$ cat src/rtl/core_sequencer.sv
// Multi-cycle FETCH/DECODE/EXEC/WB control sequencer for the RV32 core datapath.
// Drives pc/ir/rf write enables, the imem fetch handshake, run/halt control and a sticky fault state.
module core_sequencer #(
  parameter int unsigned CNT_W         = 32,
  parameter int unsigned FETCH_TIMEOUT = 16
) (
  input  logic             clk_i,
  input  logic             rst_ni,
  input  logic             run_i,
  input  logic             halt_req_i,
  input  logic             imem_valid_i,
  input  logic             dec_w_en_i,
  input  logic             dec_illegal_i,
  output logic             imem_req_o,
  output logic             ir_we_o,
  output logic             rf_we_o,
  output logic             pc_we_o,
  output logic             busy_o,
  output logic             fault_o,
  output logic [2:0]       state_o,
  output logic [CNT_W-1:0] instret_o
);

  localparam int unsigned       TCNT_W    = (FETCH_TIMEOUT > 2) ? $clog2(FETCH_TIMEOUT) : 1;
  localparam logic [TCNT_W-1:0] TCNT_LAST = TCNT_W'(FETCH_TIMEOUT - 1);

  typedef enum logic [2:0] {
    S_IDLE   = 3'd0,
    S_FETCH  = 3'd1,
    S_DECODE = 3'd2,
    S_EXEC   = 3'd3,
    S_WB     = 3'd4,
    S_HALT   = 3'd5,
    S_FAULT  = 3'd6
  } state_e;

  state_e             state_q,     state_d;
  logic               halt_pend_q, halt_pend_d;
  logic [TCNT_W-1:0]  tcnt_q,      tcnt_d;
  logic [CNT_W-1:0]   instret_q,   instret_d;

  // State and bookkeeping registers
  always_ff @(posedge clk_i or negedge rst_ni) begin
    if (!rst_ni) begin
      state_q     <= S_IDLE;
      halt_pend_q <= 1'b0;
      tcnt_q      <= '0;
      instret_q   <= '0;
    end else begin
      state_q     <= state_d;
      halt_pend_q <= halt_pend_d;
      tcnt_q      <= tcnt_d;
      instret_q   <= instret_d;
    end
  end

  // Next-state and enable decode; ir_we/rf_we also follow their handshake inputs
  always_comb begin
    state_d     = state_q;
    halt_pend_d = halt_pend_q;
    tcnt_d      = tcnt_q;
    instret_d   = instret_q;
    imem_req_o  = 1'b0;
    ir_we_o     = 1'b0;
    rf_we_o     = 1'b0;
    pc_we_o     = 1'b0;
    busy_o      = 1'b0;
    fault_o     = 1'b0;

    unique case (state_q)
      S_IDLE: begin
        if (run_i) state_d = S_FETCH;
      end
      S_FETCH: begin
        imem_req_o = 1'b1;
        busy_o     = 1'b1;
        if (halt_req_i) halt_pend_d = 1'b1;
        // A valid word on the last allowed cycle still beats the timeout
        if (imem_valid_i) begin
          ir_we_o = 1'b1;
          tcnt_d  = '0;
          state_d = S_DECODE;
        end else if (tcnt_q == TCNT_LAST) begin
          state_d = S_FAULT;
        end else begin
          tcnt_d = tcnt_q + TCNT_W'(1);
        end
      end
      S_DECODE: begin
        busy_o = 1'b1;
        if (halt_req_i) halt_pend_d = 1'b1;
        state_d = dec_illegal_i ? S_FAULT : S_EXEC;
      end
      S_EXEC: begin
        busy_o = 1'b1;
        if (halt_req_i) halt_pend_d = 1'b1;
        state_d = S_WB;
      end
      S_WB: begin
        busy_o    = 1'b1;
        pc_we_o   = 1'b1;
        rf_we_o   = dec_w_en_i;
        instret_d = instret_q + CNT_W'(1);
        if (halt_pend_q || halt_req_i) begin
          halt_pend_d = 1'b0;
          state_d     = S_HALT;
        end else begin
          state_d = S_FETCH;
        end
      end
      S_HALT: begin
        if (run_i) state_d = S_FETCH;
      end
      S_FAULT: begin
        fault_o = 1'b1;
      end
      default: begin
        state_d = S_FAULT;
      end
    endcase
  end

  assign state_o   = 3'(state_q);
  assign instret_o = instret_q;

endmodule

$ cat config.mk
export PLATFORM = sky130hd
export DESIGN_NAME = core_sequencer
export DESIGN_NICKNAME = d
export VERILOG_FILES = /design/src/rtl/core_sequencer.sv
export SDC_FILE = /design/constraint.sdc
export NUM_CORES = 1
export LEC_CHECK = 0
export CORE_MARGIN = 2
export CORE_UTILIZATION = 44
export DETAILED_ROUTE_END_ITERATION = 12
export HOLD_SLACK_MARGIN = 0.08
export PLACE_DENSITY = 0.75
export SLEW_MARGIN = 10
export SYNTH_ARGS = -nofsm -noshare
export SYNTH_HDL_FRONTEND = slang
export SYNTH_SLANG_ARGS = --single-unit
$ cat constraint.sdc
create_clock -name clk_i -period 1.75 [get_ports clk_i]
set_clock_uncertainty 0.1 [all_clocks]
set_input_delay 0.2625 -clock clk_i [delete_from_list [all_inputs] [get_ports clk_i]]
set_output_delay 0.2625 -clock clk_i [all_outputs]
set_load 0.01 [all_outputs]
==> run metrics <==
pre-CTS setup slack -0.221 ns; Pwr Density 1110 nW/um2; fraction of the yosys area taken by sequential cells 49.8%; Worst setup EP type flop; Synth top area share 49.8%; Rel. slew slack 66.8%; Max Slew Vio Count 0; H-tree depth 2; vias per cell 5.25; Hold Startpoint instret_o[19]; clk_lat worst skew 0.29 ns; Detail Route Antenna Nets 0; HPWL after DPL 3020 um; largest net degree at the start of global routing 41; First-pass DRT Iterations 4; Cell Area, Synth 2010 um2; Crit Path Max Fanout 12; r2r setup slk -0.08 ns; ANT cells 0; Sw Pwr 0.00105 W; Design Power 0.00330 W; Clock Sinks 40; Horiz. Die Dim 71.6 um; die area 5120 um2; final period utilization 105%; Startpoint Class flop; leakage 1.37 nW; I/O pins 48; clock power share 22.4%; Hold Fails Final Rpt 0; TritonCTS clock tree built; Clk pin slew, worst setup/hold paths 0.08 ns; DRC Markers 0; Detailed Route WL 4330 um; Avg Synthesized Cell Area 10.7 um2; CTS buffer count 5; Critical R2R Capture instret_o[24]; IR drop worst, VDD 0.000938 V; FF-to-FF Start state_o[0]; RSZ-0062 raised after global routing yes; synth top area cells dfrtp_1 50%, xnor2_1 12%, nand3_1 3.7%; synthesis-to-finish area growth 48.3%; DR WL/cell 13.5 um; total grt overflow 0; WP data arrival 1.91 ns; Sw Share 31.9%; aggregate global-route resource usage 18.3%; vias 1,685; FFs w/ async S/R, synth 100%; initial core utilization 45.8%; first-iteration detailed-routing DRC count 69; Synth area leader dfrtp_1; vias in the first global route 1,660; hold endpoint instret_o[19]; Mapped Nets 197; Distinct cells, synth 36; share of cells above drive strength 1 29.4%; Flop pwr share 36.3%; Min-Delay Path Class reg -> reg; synthesized instance count 188; global-route wire length before repair 7390 um; Clock Path Buffers 2; top-count cell post-synth dfrtp_1; Worst-Margin Slew 0.498 ns; Port Buf Inserts 47; Critical Path RT 1.83 ns; row count 24; Logic pwr share 41.3%; reg2reg path depth 6; Setup CP Type reg -> reg; Setup Viol. Count Final 19; Synth top cells by count 40 x dfrtp_1, 28 x xnor2_1, 16 x nand2_1; gpl congestion 0.762; fin nets 277; FF+latch count, synth 40; Post-synth EDFFs 0; ys flop type dfrtp_1; violations in the final reports setup timing; area of the core 4380 um2; initial antenna violation count 0; fin worst setup slack -0.0842 ns; Vert. Die Dim 71.6 um; fmax 545 MHz; max-capacitance violation count 0; yosys warns 0; Tmin final 1.83 ns; fill cell count 349; status finished with violations; Worst Hold Path Cells 1; Pint 0.00225 W; root buf cell clkbuf_8
stage by stage:
step	setup TNS, ns	instance area, um2	hold WS [ns]	instances	utilization [%]
after floorplan	-0.950	2020	-0.133	188	-
after global placement	-1.14	2690	0.252	303	61.3
after detailed placement	-1.79	2690	0.251	303	61.3
after CTS	-0.800	2910	0.396	320	66.3
after global routing	-2.42	2980	0.425	321	68.0
final	-0.778	2980	0.395	321	68.0
worst max path at each step:
stage          startpoint            end  cells past startpoint
2_1_floorplan  state_o[1]  instret_o[30]                      7
3_3_place_gp   state_o[2]        ir_we_o                      4
3_5_place_dp   state_o[2]        ir_we_o                      4
4_1_cts        state_o[0]         busy_o                      5
5_1_grt        state_o[1]  instret_o[24]                      6
6_report       state_o[0]  instret_o[24]                      6
repair_timing:
| item | 4_1_cts | 5_1_grt |
|---|---|---|
| buffers inserted | 8 | 3 |
| resized for setup | 44 | 19 |
| hold buffers | 1 | 0 |
| pin swaps | 8 | 15 |
| setup endpoints to repair | 25 | 35 |
| hold endpoints to repair | 40 | 0 |
cell usage in the layout (no fill, tap or decap), drive strengths merged, types with 2 or more instances in the layout:
master         synthesis  routed
or3b                   2       2
or2                    2       2
nor4                   3       3
xor2                   4       4
and4                   4       4
inv                    3       3
ha                     2       2
nor2                   7       7
nand2                 16      16
xnor2                 28      28
dlygate4sd2            0       3
clkbuf                 4       5
nor3                   7       7
nand3                 15      15
clkdlybuf4s50          0      36
nand4                 13      13
buf                    4      40
o21ai                  3       3
and3                   8       8
a21oi                  7       7
dfrtp                 40      40
nor3b                  2       2
and2                   3       3
state kept, by name (all words and copies together) (netlist names):
name / count
state_o: 3
tcnt_q: 4
instret_o: 32
halt_pend_q: 1
power groups by stage:
stage	Clock, W	Combinational (W)	Sequential, W
after floorplan	0	0.000539	0.00122
final	0.000740	0.00136	0.00120
after CTS	0.000759	0.00131	0.00119
after detailed placement	0	0.00115	0.00120
after global placement	0	0.00112	0.00119
after global routing	0.000809	0.00150	0.00123
area by class of cell:
| type | instances | area [um2] | share of cell area [%] |
|---|---|---|---|
| sequential | 40 | 1000 | 33.6 |
| tap | 52 | 65.1 | 2.18 |
| multi-input combinational | 137 | 1030 | 34.6 |
| clock inverter | 3 | 42.5 | 1.43 |
| inverter | 3 | 13.8 | 0.462 |
| timing repair buffer | 81 | 756 | 25.4 |
| clock buffer | 5 | 68.8 | 2.31 |
per-layer routing:
layer / vias up / share of wire (%) / global-route usage, %
li1: 827 / - / -
met1: 813 / 45 / 22.8
met2: 38 / 50 / 31.6
met3: 7 / 3.9 / 3.94
met4: 0 / 1.4 / 6.08
met5: - / 0 / 0
logic make-up after synthesis:
kind of cell / Yosys count / share of synthesized area, %
DFF: 40 / 49.8
AOI/OAI and AO/OA: 18 / 5.61
and+or+nand+nor: 84 / 25.3
xor gates and xnor gates: 32 / 14.0
muxes: 1 / 0.498
adders and majority gates: 2 / 1.25
buffers and inverters: 11 / 3.55
critical path, stage by stage (launching register included):
cell and delay [ns]:
dfrtp_1 0.41, or3b_4 0.44, buf_8 0.15, nor3_4 0.19, buf_12 0.16, nand4_1 0.12
xnor2_1 0.15
Note: power is estimated with default switching activity, not from simulation.
